File: config.mk
export PLATFORM = sky130hd
export DESIGN_NAME = pixel_recover_sync
export DESIGN_NICKNAME = d
export VERILOG_FILES = /design/src/rtl/pixel_recover_pkg.sv /design/src/rtl/sync_rise_det.sv /design/src/rtl/pixel_recover_sync.sv
export SDC_FILE = /design/constraint.sdc
export NUM_CORES = 1
export LEC_CHECK = 0
export ABC_AREA = 1
export CORE_UTILIZATION = 48
export CTS_CLUSTER_DIAMETER = 50
export DETAILED_ROUTE_END_ITERATION = 10
export PLACE_DENSITY = 0.85
export RECOVER_POWER = 50
export SLEW_MARGIN = 30
export SYNTH_ARGS = -nofsm -noshare
export SYNTH_HDL_FRONTEND = slang
export SYNTH_SLANG_ARGS = --single-unit
File: constraint.sdc
create_clock -name system_clk_in -period 1.4 [get_ports system_clk_in]
set_input_delay 0.21 -clock system_clk_in [delete_from_list [all_inputs] [get_ports system_clk_in]]
set_output_delay 0.21 -clock system_clk_in [all_outputs]
set_load 0.02 [all_outputs]
File: src/rtl/pixel_recover_pkg.sv
// Shared types and default geometry for the camera pixel recovery front end.
// Optional build macro: PIXEL_RECOVER_STATS_EN (frame/drop statistics counters).
package pixel_recover_pkg;

   // Capture state: idle until the first frame marker, capturing, or frame complete.
   typedef enum logic [1:0] {
      WAIT_FRAME = 2'd0,
      ACTIVE     = 2'd1,
      FULL       = 2'd2
   } recover_state_t;

   localparam int PIXEL_W_DEF     = 7;
   localparam int H_ACTIVE_DEF    = 320;
   localparam int V_ACTIVE_DEF    = 240;
   localparam int SYNC_STAGES_DEF = 2;

   localparam int STAT_W = 16;

endpackage

File: src/rtl/sync_rise_det.sv
// N-flop synchroniser for an asynchronous level, followed by a one-clock
// rising-edge pulse generated from the synchronised level.
module sync_rise_det #(
   parameter int STAGES = 2
) (
   input  logic clk,
   input  logic rst_n,
   input  logic async_in,
   output logic rise_out
);

   logic [STAGES-1:0] sync_q, sync_d;
   logic              prev_q, prev_d;

   // Shift the raw input through the synchroniser and remember the last settled level.
   always_comb begin
      sync_d = {sync_q[STAGES-2:0], async_in};
      prev_d = sync_q[STAGES-1];
   end

   // Synchroniser and edge-history flops.
   // NOTE: sequential state uses non-blocking assignments so every flop samples pre-edge values.
   always_ff @(posedge clk or negedge rst_n) begin
      if (!rst_n) begin
         sync_q <= '0;
         prev_q <= 1'b0;
      end else begin
         sync_q <= sync_d;
         prev_q <= prev_d;
      end
   end

   assign rise_out = sync_q[STAGES-1] & ~prev_q;

endmodule

File: src/rtl/pixel_recover_sync.sv
// Camera pixel recovery front end: synchronises the camera strobe and
// end-of-frame marker, captures one pixel per strobe edge and tags it with
// its (hcount, vcount) position plus frame/line markers and error flags.
// Optional build macro: PIXEL_RECOVER_STATS_EN adds frame_count_out and
// drop_count_out; without it those ports and counters do not exist.
module pixel_recover_sync
   import pixel_recover_pkg::*;
#(
   parameter int PIXEL_W     = PIXEL_W_DEF,
   parameter int H_ACTIVE    = H_ACTIVE_DEF,
   parameter int V_ACTIVE    = V_ACTIVE_DEF,
   parameter int SYNC_STAGES = SYNC_STAGES_DEF
) (
   input  logic                        system_clk_in,
   input  logic                        rst_in,
   input  logic                        valid_pixel_in,
   input  logic [PIXEL_W-1:0]          pixel_in,
   input  logic                        frame_done_in,
   output logic [PIXEL_W-1:0]          pixel_out,
   output logic                        data_valid_out,
   output logic [$clog2(H_ACTIVE)-1:0] hcount_out,
   output logic [$clog2(V_ACTIVE)-1:0] vcount_out,
   output logic                        frame_start_out,
   output logic                        line_end_out,
   output logic                        overflow_out,
   output logic                        short_frame_out
`ifdef PIXEL_RECOVER_STATS_EN
   ,
   output logic [STAT_W-1:0]           frame_count_out,
   output logic [STAT_W-1:0]           drop_count_out
`endif
);

   localparam int HW = $clog2(H_ACTIVE);
   localparam int VW = $clog2(V_ACTIVE);
   localparam logic [HW-1:0] H_LAST = HW'(H_ACTIVE - 1);
   localparam logic [VW-1:0] V_LAST = VW'(V_ACTIVE - 1);

   logic pix_rise;
   logic fd_rise;

   sync_rise_det #(.STAGES(SYNC_STAGES)) u_valid_sync (
      .clk      (system_clk_in),
      .rst_n    (rst_in),
      .async_in (valid_pixel_in),
      .rise_out (pix_rise)
   );

   sync_rise_det #(.STAGES(SYNC_STAGES)) u_frame_done_sync (
      .clk      (system_clk_in),
      .rst_n    (rst_in),
      .async_in (frame_done_in),
      .rise_out (fd_rise)
   );

   recover_state_t     state_q, state_d;
   logic [HW-1:0]      h_q, h_d;
   logic [VW-1:0]      v_q, v_d;
   logic [PIXEL_W-1:0] pixel_q, pixel_d;
   logic [HW-1:0]      hout_q, hout_d;
   logic [VW-1:0]      vout_q, vout_d;
   logic               dv_q, dv_d;
   logic               fs_q, fs_d;
   logic               le_q, le_d;
   logic               ovf_q, ovf_d;
   logic               short_q, short_d;
`ifdef PIXEL_RECOVER_STATS_EN
   logic [STAT_W-1:0]  frame_cnt_q, frame_cnt_d;
   logic [STAT_W-1:0]  drop_cnt_q, drop_cnt_d;
`endif

   // Next-state for the capture FSM, position counters and all registered outputs.
   // NOTE: every signal gets a default at the top so no path can infer a latch.
   always_comb begin
      state_d = state_q;
      h_d     = h_q;
      v_d     = v_q;
      pixel_d = pixel_q;
      hout_d  = hout_q;
      vout_d  = vout_q;
      dv_d    = 1'b0;
      fs_d    = 1'b0;
      le_d    = 1'b0;
      ovf_d   = ovf_q;
      short_d = 1'b0;
`ifdef PIXEL_RECOVER_STATS_EN
      frame_cnt_d = frame_cnt_q;
      drop_cnt_d  = drop_cnt_q;
`endif

      if (fd_rise) begin
         // Frame marker wins over a coincident pixel edge; that pixel is lost.
         short_d = (state_q == ACTIVE) && ((h_q != '0) || (v_q != '0));
         state_d = ACTIVE;
         h_d     = '0;
         v_d     = '0;
         ovf_d   = 1'b0;
`ifdef PIXEL_RECOVER_STATS_EN
         if (state_q != WAIT_FRAME) begin
            frame_cnt_d = frame_cnt_q + STAT_W'(1);
         end
         drop_cnt_d = (pix_rise && (state_q != WAIT_FRAME)) ? STAT_W'(1) : '0;
`endif
      end else if (pix_rise) begin
         unique case (state_q)
            ACTIVE: begin
               dv_d    = 1'b1;
               pixel_d = pixel_in;
               hout_d  = h_q;
               vout_d  = v_q;
               fs_d    = (h_q == '0) && (v_q == '0);
               le_d    = (h_q == H_LAST);
               if (h_q == H_LAST) begin
                  if (v_q == V_LAST) begin
                     // Frame complete: counters park on the last position.
                     state_d = FULL;
                  end else begin
                     h_d = '0;
                     v_d = v_q + VW'(1);
                  end
               end else begin
                  h_d = h_q + HW'(1);
               end
            end
            FULL: begin
               ovf_d = 1'b1;
`ifdef PIXEL_RECOVER_STATS_EN
               if (drop_cnt_q != {STAT_W{1'b1}}) begin
                  drop_cnt_d = drop_cnt_q + STAT_W'(1);
               end
`endif
            end
            default: ; // WAIT_FRAME: pixels before the first frame marker are ignored
         endcase
      end
   end

   // State, counter and output registers; reset returns to WAIT_FRAME with everything cleared.
   always_ff @(posedge system_clk_in or negedge rst_in) begin
      if (!rst_in) begin
         state_q <= WAIT_FRAME;
         h_q     <= '0;
         v_q     <= '0;
         pixel_q <= '0;
         hout_q  <= '0;
         vout_q  <= '0;
         dv_q    <= 1'b0;
         fs_q    <= 1'b0;
         le_q    <= 1'b0;
         ovf_q   <= 1'b0;
         short_q <= 1'b0;
`ifdef PIXEL_RECOVER_STATS_EN
         frame_cnt_q <= '0;
         drop_cnt_q  <= '0;
`endif
      end else begin
         state_q <= state_d;
         h_q     <= h_d;
         v_q     <= v_d;
         pixel_q <= pixel_d;
         hout_q  <= hout_d;
         vout_q  <= vout_d;
         dv_q    <= dv_d;
         fs_q    <= fs_d;
         le_q    <= le_d;
         ovf_q   <= ovf_d;
         short_q <= short_d;
`ifdef PIXEL_RECOVER_STATS_EN
         frame_cnt_q <= frame_cnt_d;
         drop_cnt_q  <= drop_cnt_d;
`endif
      end
   end

   assign pixel_out       = pixel_q;
   assign data_valid_out  = dv_q;
   assign hcount_out      = hout_q;
   assign vcount_out      = vout_q;
   assign frame_start_out = fs_q;
   assign line_end_out    = le_q;
   assign overflow_out    = ovf_q;
   assign short_frame_out = short_q;
`ifdef PIXEL_RECOVER_STATS_EN
   assign frame_count_out = frame_cnt_q;
   assign drop_count_out  = drop_cnt_q;
`endif

endmodule

Word-level counts from Yosys, hierarchy flattened
Cells that the tools add are included. W data, S select, Z words.

Register bits after elaboration: 54. Latch bits: 0. RAM bits: 0. Memory bits (read-only): 0. Bits of input ports: 11. Output and inout bits: 29. Logic and storage cells: 73. Memories: 0.

$add $sub $neg: 2. Multipliers: 0. Div/mod/pow operators: 0. Magnitude comparators: 0. Equality and inequality tests: 6. Shift operators: 0. Multiplexer cells: 28. Bitwise gates (word level): 5. Reduce and logical (&&, ||, !) cells: 17.

Operators with widths (count): $mux W9 (5); $mux W8 (5); $mux W1 (13); $mux W2 (5); $reduce_bool A2 Y1 (5); $add A9 B1 Y9 const B (1); $eq A9 B9 Y1 const B (1); $logic_not A9 Y1 (1); $reduce_bool A9 Y1 (1); $add A8 B1 Y8 const B (1); $eq A8 B8 Y1 const B (1); $logic_not A8 Y1 (1); $reduce_and A4 Y1 (2); $reduce_bool A8 Y1 (1); $reduce_and A3 Y1 (2); $ne A3 B3 Y1 const B (1); $not A1 Y1 (3); $and A1 B1 Y1 (2); $eq A2 B1 Y1 const B (1); $eq A2 B2 Y1 const B (1); $logic_and A1 B1 Y1 (2); $ne A2 B2 Y1 const B (1); $reduce_and A2 Y1 (1); $logic_or A1 B1 Y1 (1).

Longest topological paths before layout
Gate-level depths: netlist of the first run.

Depth after elaboration: 6. Gate-level depth with buffers: 10. Gate-level depth less buffers: 9.

Hierarchy
From an unflattened synthesis of the first run, not the netlist that was laid out.

Cell total of the unflattened synthesis: 283. Area total of the unflattened synthesis: 2496.1 µm².

Modules (own cells, without submodules): pixel_recover_sync (times used 1, cells an instance 273, area each 2326.0 µm², sequential area each 1201.2 µm²); sync_rise_det (times used 2, cells an instance 5, area each 85.1 µm², sequential area each 75.1 µm²).

Worst setup path after synthesis of the first run
No wires, ideal clock.

Kind: reg2reg. Start: reg v_q[0]. End: reg v_q[4]. Library setup time: 118 ps. Data arrival time: 1335 ps. Required time: 1282 ps. Slack: -53 ps. Cell stages (with the launch flop): 11. Buffers on the path: 1. Clock period less this slack: 1453 ps. Cells stage by stage: dfrtp_1 > ha_1 > nand3_1 > inv_1 > nand2_2 > nand2_2 > nand2_2 > nand2_2 > buf_6 > nand2_1 > o21ai_2.

Word-level cells in the longest chain between the ends: 6. Elaborated cells between the ends (all ways): 9. Classes of those cells: add/sub (1); eq/ne (2); mux (5); reduce/logical (1).

RTL lines: start: declaration (line pixel_recover_sync.sv:58) `logic [VW-1:0] v_q, v_d;`; start signal: assignment (line pixel_recover_sync.sv:159) `v_q <= v_d;`; $add A8 B1 Y8 (line pixel_recover_sync.sv:119) `v_d = v_q + VW'(1);`; $mux W8 (line pixel_recover_sync.sv:114) `if (v_q == V_LAST) begin`; $mux W8 (line pixel_recover_sync.sv:113) `if (h_q == H_LAST) begin`; $mux W8 (line pixel_recover_sync.sv:105) `unique case (state_q)`; $mux W8 (line pixel_recover_sync.sv:104) `end else if (pix_rise) begin`; $mux W8 (line pixel_recover_sync.sv:91) `if (fd_rise) begin`.

Several ways; a longest one is shown, not always the timed one. The select of a mux whose other input is x is not followed. A chain may end at the register's enable or synchronous reset.

Worst setup path after layout of the first run
Start: reg h_q[1]. End: reg h_q[3].

Word-level cells in the longest chain between the ends: 5. Elaborated cells between the ends (all ways): 8. Classes of those cells: add/sub (1); eq/ne (2); mux (4); reduce/logical (1).

RTL lines: start: declaration (line pixel_recover_sync.sv:57) `logic [HW-1:0] h_q, h_d;`; start signal: assignment (line pixel_recover_sync.sv:142) `h_q <= '0;`; start signal: assignment (line pixel_recover_sync.sv:158) `h_q <= h_d;`; $add A9 B1 Y9 or $eq A9 B9 Y1 (tied branches) (line pixel_recover_sync.sv:122, pixel_recover_sync.sv:113); $mux W9 (line pixel_recover_sync.sv:113); $mux W9 (line pixel_recover_sync.sv:105); $mux W9 (line pixel_recover_sync.sv:104); $mux W9 (line pixel_recover_sync.sv:91).

Several ways; a longest one is shown, not always the timed one. The select of a mux whose other input is x is not followed.

==> metrics.md, run 1 <==
| Metric | Value |
|---|---|
| GPL Wtd Cong | `0.898` |
| RSZ-0062 raised after global routing | `true` |
| Peak VDD IR | `between 0.4 and 0.5 mV` |
| Core Util, Final | `a little over two thirds` |
| Post-route DRC | `0` |
| Drt pass-1 iters | `4` |
| CP max-delay cell | `dfrtp_1` |
| R2r setup slk | `-0.12 ns` |
| HP Start | `u_valid_sync.sync_q[0]` |
| Min-delay worst type | `flop to flop` |
| Final hold violations | `0` |
| Total grt overflow | `0` |
| Max incr delay on CP | `~0.42 ns` |
| Via Count | `~2,200` |
| CTS buffer count | `5` |
| Mapped cell area | `~2500 µm²` |
| Max_slew headroom | `between 50% and 60%` |
| Cell Chain, Critical Path | `ha_4 > nand3_4 > nor2_4 > nand2_4 > nand2_4 > nand3_4 > buf_12 > nand2_1 > nand2_1` |
| Hold path depth | `0` |
| Fmax | `656 MHz` |
| Die X | `74.3 µm` |
| Critical Path Sink Type | `flop` |
| Port-buffer cells | `39` |
| Num rows | `25` |
| Boundary pin count | `40` |
| Area occupied by multi-input gates | `roughly 1100 µm²` |
| Yosys warns | `0` |
| Die footprint | `roughly 5500 µm²` |
| Post-synth EDFFs | `0` |
| DR iter-0 viols | `210` |
| Flop pwr share | `54.5%` |
| Vias/cell | `between 5 and 6` |
| Global-route wire length before repair | `8.82 mm` |
| Worst r2r path cells | `9` |
| Post-DP HPWL | `3.95 mm` |
| Setup violators final | `18` |
| Largest net degree at the start of global routing | `55` |
| Max clock buf depth | `2` |
| Reg clk slew, reported paths | `~0.10 ns` |
| Crit path time final | `about 1.5 ns` |
| Clock Tree Root | `clkbuf_8` |
| Clock Skews | `about 0.012 ns` |
| CTS sink count | `54` |
| Dpl cell area | `3210 µm²` |
| DRT Wirelength | `roughly 6 mm` |
| # nets final | `approximately 380` |
| Antenna cells | `0` |
| Failing checks | `setup timing` |
| Design Power | `3.07 mW` |
| Period utilization | `109%` |
| Cell area after layout | `about 3400 µm²` |
| Worst r2r src | `h_q[1]` |
| Post-synth ARST share | `100%` |
| Critical path arrival | `about 1.7 ns` |
| Worst Setup Start Kind | `flop` |
| Pins Over Slew Limit | `0` |
| Net switching power | `~840 µW` |
| Initial Util | `between 50% and 60%` |
| Die height | `roughly 74 µm` |
| Power per cell area | `about 900 nW/µm²` |
| P_int | `between 2 and 2.5 mW` |
| Wire per inst | `around 14 µm` |
| Comb power frac | `around 16%` |
| Htree depth | `2` |
| Hold endpoint | `u_valid_sync.sync_q[1]` |
| Register area | `about 1400 µm²` |
| Commonest cells after routing, fill and taps aside | `nand2_1 (97), dfrtp_1 (54), dlygate4sd2_1 (29), buf_4 (29), inv_1 (26)` |
| Switching share of total power | `27.2%` |
| Commonest non-fill, non-tap cell in the layout | `nand2_1` |
| Distinct cells, synth | `28` |
| Worst-path maximum fanout | `6` |
| Mean Syn Cell Area | `about 8.5 µm²` |
| Post-Syn Instances | `295` |
| Setup CP Type | `flop to flop` |
| Syn_nets | `310` |
| Post-route ant nets | `0` |
| Core box area | `about 5000 µm²` |
| DP Worst Slack | `-0.0215 ns` |
| Post-synthesis register bit count | `54` |
| CP required | `1.60 ns` |
| Max-cap violations | `0` |
| RR Endpoint | `h_q[3]` |
| Sequential share of the synthesized area | `between 50% and 60%` |
| Clock power share | `between 20% and 30%` |
| Layout cells sized above 1 | `a little under a quarter` |
| CTS tree | `yes` |
| Final setup margin | `-0.124 ns` |
| Layout area overhead | `35.9%` |
| Setup TNS | `-0.848 ns` |
| Run status | `finished, violations left` |
| Initial antenna violation count | `0` |
| Least-Margin Pin Slew | `a little under 0.7 ns` |
| Clk_lat worst skew | `a little over 0.3 ns` |
| Ys flop type | `dfrtp_1` |
| Tot GR Track Use | `a little over a fifth` |
| Filler instances | `376` |
| Vias in the first global route | `between 1,500 and 2,000` |
| Leak | `approximately 1.8 nW` |
-- cell families after synthesis --
logic type | synth area share (%)
fa+ha+maj | 1.99
compound gates | 7.63
simple gates | 28.9
flops | 53.8
buf+inv | 6.93
xor+xnor | 0.698
-- cell type report --
cell class | count | share of cell area, %
flip-flops and latches | 54 | 39.6
multi-input cells | 201 | 32.2
repair buffers | 75 | 19.4
inverters | 32 | 3.52
well taps | 67 | 2.46
clock buffers | 6 | 2.42
clock inverters | 2 | 0.367
-- state kept, by name, indices dropped and copies added (netlist names) --
register / cells
h_q: 9
hcount_out: 9
v_q: 8
vcount_out: 8
pixel_out: 7
state_q: 2
u_frame_done_sync.sync_q: 2
u_valid_sync.sync_q: 2
data_valid_out: 1
frame_start_out: 1
line_end_out: 1
overflow_out: 1
short_frame_out: 1
u_frame_done_sync.prev_q: 1
u_valid_sync.prev_q: 1
-- synth_stat cells (2+ instances only) --
cell	count	area, µm²
nand3_1	16	80.1
dfrtp_1	54	1350
o21ai_0	22	110
nand2_1	99	372
nand4_1	7	43.8
inv_1	29	109
ha_1	4	50.1
inv_2	3	11.3
nand3b_1	2	15.0
buf_2	3	15.0
nand2_2	8	50.1
o21ai_2	8	70.1
buf_6	2	22.5
nor2_4	2	22.5
nor2_1	22	82.6
nand3_2	2	20.0
-- worst max-delay path: cells and delay by family (launching register included) --
kind,cells,cell delay (ns)
flops,1,0.42
fa+ha+maj,1,0.17
simple gates,7,0.66
buf+inv,1,0.15
-- metrics by stage --
stage,std cells,hold slack [ns]
2_1_floorplan,295,-0.0856
3_3_place_gp,426,0.222
3_5_place_dp,426,0.224
4_1_cts,435,0.336
5_1_grt,437,0.376
6_report,437,0.356
-- worst max-delay path by stage --
stage / start / endpoint / depth (start not counted)
3_5_place_dp: v_q[0] / v_q[2] / 9
6_report: h_q[1] / h_q[3] / 9
5_1_grt: h_q[1] / h_q[3] / 9
3_3_place_gp: h_q[0] / v_q[6] / 8
2_1_floorplan: v_q[0] / v_q[4] / 10
4_1_cts: v_q[0] / short_frame_out / 7
-- power groups by stage --
stage | clock network, mW | registers (mW) | logic (mW)
floorplan | 0 | 1.79 | 0.160
global placement | 0 | 1.70 | 0.487
detailed placement | 0 | 1.71 | 0.497
CTS | 0.904 | 1.67 | 0.462
global route | 0.963 | 1.69 | 0.545
finish | 0.900 | 1.68 | 0.497
-- layer usage --
metal	global-route usage [%]	vias up	share of wire, %	wire [µm]
li1	-	1078	-	-
met1	28.8	1068	42	2540
met2	34.4	87	50	3030
met3	3.79	16	6.2	375
met4	6.50	0	2.3	142
met5	0	-	0	0
-- repair_timing --
item                                    in CTS  in global routing
endpoints found under the setup margin      40                 39
gates resized for setup                     36                 22
endpoints found under the hold margin       54                  0
cloned                                       0                  1
pin swaps                                    3                 12
buffers inserted                             0                  1
hold buffers                                 1                  0
Power figures use the tool's default switching activity.
==> inputs of run 2 (changes only) <==
--- a/config.mk
+++ b/config.mk
@@ -11,6 +11,7 @@
 export DETAILED_ROUTE_END_ITERATION = 10
 export PLACE_DENSITY = 0.85
 export RECOVER_POWER = 50
+export SKIP_LAST_GASP = 1
 export SLEW_MARGIN = 30
 export SYNTH_ARGS = -nofsm -noshare
 export SYNTH_HDL_FRONTEND = slang
==> run 2 against run 1 <==
Effect of this change:
- the flow still finishes with violations (setup timing)
- clock skew is 0.0013 ns lower
- maximum frequency is 4.9% higher
- setup slack better by 0.072 ns
- register-to-register slack better by 0.07 ns
- combinational power is 0.8% higher
==> metrics.md, run 2 (same netlist as run 1, synthesis figures left out) <==
| Metric | Value |
|---|---|
| Setup TNS | `-0.556 ns (+0.292 ns)` |
| Die footprint | `5520 µm² (unchanged)` |
| Die X | `74.3 µm (unchanged)` |
| Initial Util | `51.4% (unchanged)` |
| Port-buffer cells | `39 (unchanged)` |
| DRT Wirelength | `6.03 mm (-1.0%)` |
| Leak | `1.84 nW (+0.45%)` |
| CP required | `1.60 ns (about the same)` |
| Initial antenna violation count | `0 (unchanged)` |
| Boundary pin count | `40 (unchanged)` |
| CTS buffer count | `5 (unchanged)` |
| Power per cell area | `896 nW/µm² (-0.62%)` |
| DR top layer | `met4` |
| Critical path arrival | `1.66 ns (-0.07 ns)` |
| Wire per inst | `13.8 µm (-1.2%)` |
| Num rows | `25 (unchanged)` |
| Vias in the first global route | `1,940 (unchanged)` |
| Global-route wire length before repair | `8.80 mm (-0.16%)` |
| Max clock buf depth | `2 (unchanged)` |
| Post-DP HPWL | `3.95 mm (unchanged)` |
| Vias/cell | `5.07 (-1.4%)` |
| Commonest non-fill, non-tap cell in the layout | `nand2_1` |
| Setup violators final | `16 (-2)` |
| CTS sink count | `54 (unchanged)` |
| Worst-path maximum fanout | `6 (unchanged)` |
| Total grt overflow | `0 (unchanged)` |
| Drt pass-1 iters | `4 (unchanged)` |
| Largest net degree at the start of global routing | `55 (unchanged)` |
| RSZ-0062 raised after global routing | `true` |
| Core box area | `4880 µm² (unchanged)` |
| Setup CP Type | `flop to flop` |
| Final hold violations | `0 (unchanged)` |
| Via Count | `2,222 (-1.2%)` |
| Clock Tree Root | `clkbuf_8` |
| Failing checks | `setup timing` |
| DR WL met2 | `3.02 mm (-0.26%)` |
| Period utilization | `104% (-5.1 points)` |
| Max-cap violations | `0 (unchanged)` |
| Layout area overhead | `36.9%` |
| Tot GR Track Use | `21.0% (-0.029 points)` |
| Crit path time final | `1.45 ns (-0.0716 ns)` |
| Worst Setup Start Kind | `flop` |
| Run status | `finished, violations left` |
| Post-route ant nets | `0 (unchanged)` |
| Pins Over Slew Limit | `0 (unchanged)` |
| DR iter-0 viols | `234 (+11%)` |
| Fmax | `689 MHz (+4.9%)` |
| Max_slew headroom | `53.6% (-0.23 points)` |
| CTS tree | `yes` |
| DP Worst Slack | `-0.0215 ns (unchanged)` |
| Clk_lat worst skew | `0.31 ns (about the same)` |
| Clock Skews | `0.0108 ns (-0.00128 ns)` |
| Least-Margin Pin Slew | `0.696 ns (+0.00338 ns)` |
| Critical Path Sink Type | `flop` |
| Peak VDD IR | `0.451 mV (-1.9%)` |
| Reg clk slew, reported paths | `0.10 ns (about the same)` |
| Htree depth | `2 (unchanged)` |
| Routed met3 length | `370 µm (-1.3%)` |
| Min-delay worst type | `flop to flop` |
| GPL Wtd Cong | `0.898 (unchanged)` |
| Die height | `74.3 µm (unchanged)` |
| Layout cells sized above 1 | `25.3% (+2.4 points)` |
| # nets final | `385 (+0.26%)` |
| Final setup margin | `-0.0523 ns (+0.0716 ns)` |
| Post-route DRC | `0 (unchanged)` |
| Metal-1 WL | `2.54 mm (-0.24%)` |
| WHS | `0.356 ns (+0.000107 ns)` |
| Antenna cells | `0 (unchanged)` |
| Filler instances | `367 (-2.4%)` |
| Commonest cells after routing, fill and taps aside | `nand2_1 (91), dfrtp_1 (54), buf_4 (30), dlygate4sd2_1 (29), inv_1 (25)` |
run 2: per-stage QoR:
step	util, %	cell area, µm²	power, mW	std cells
floorplan	-	2520	1.95	295
global placement	65.7	3210	2.19	426
detailed placement	65.7	3210	2.20	426
CTS	67.5	3290	3.04	435
global route	70.4	3440	3.19	438
finish	70.4	3440	3.08	438
run 2: power by group:
group	internal, mW	switching, mW
combinational	0.201	0.301
sequential	1.64	0.0393
clock	0.398	0.501
run 2: layout make-up:
cell class	count	area [µm²]	share of cell area (%)
sequential	54	1350	39.3
multi-input combinational	202	1130	32.8
timing repair buffer	75	659	19.2
inverter	32	120	3.50
tap	67	83.8	2.44
clock buffer	6	82.6	2.40
clock inverter	2	12.5	0.364
run 2: repair_timing:
item	in CTS	in global routing
gates cloned	0	2
buffers inserted	0	1
hold endpoints to repair	54	0
resized for setup	34	31
endpoints found under the setup margin	40	38
pin swaps	3	14
hold buffers	1	0
run 2: per-layer routing:
metal  up-vias  track usage (%)
met4         0             6.50
met5         -                0
met3        13             3.79
li1       1078                -
met2        80             34.4
met1      1051             28.7
run 2: worst paths after layout:
kind	start	end	slack, ns	cells after the start
worst max register to register	h_q[0]	h_q[2]	-0.05	9
min in group asynchronous	rst_in	h_q[8]	0.59	3
worst max-delay path	h_q[0]	h_q[2]	-0.05	9
worst min register to register	u_valid_sync.sync_q[0]	u_valid_sync.sync_q[1]	0.36	0
max in group asynchronous	rst_in	hcount_out[4]	0.36	3
worst min-delay path	u_valid_sync.sync_q[0]	u_valid_sync.sync_q[1]	0.36	0
run 2: critical path, cell delays in order (launching register included):
cell	delay [ns]
dfrtp_1	0.43
ha_4	0.17
nand3_4	0.09
nor2_4	0.14
nand2_4	0.08
nand2_4	0.09
nand3_4	0.09
buf_12	0.15
nand2_2	0.06
o21ai_2	0.04
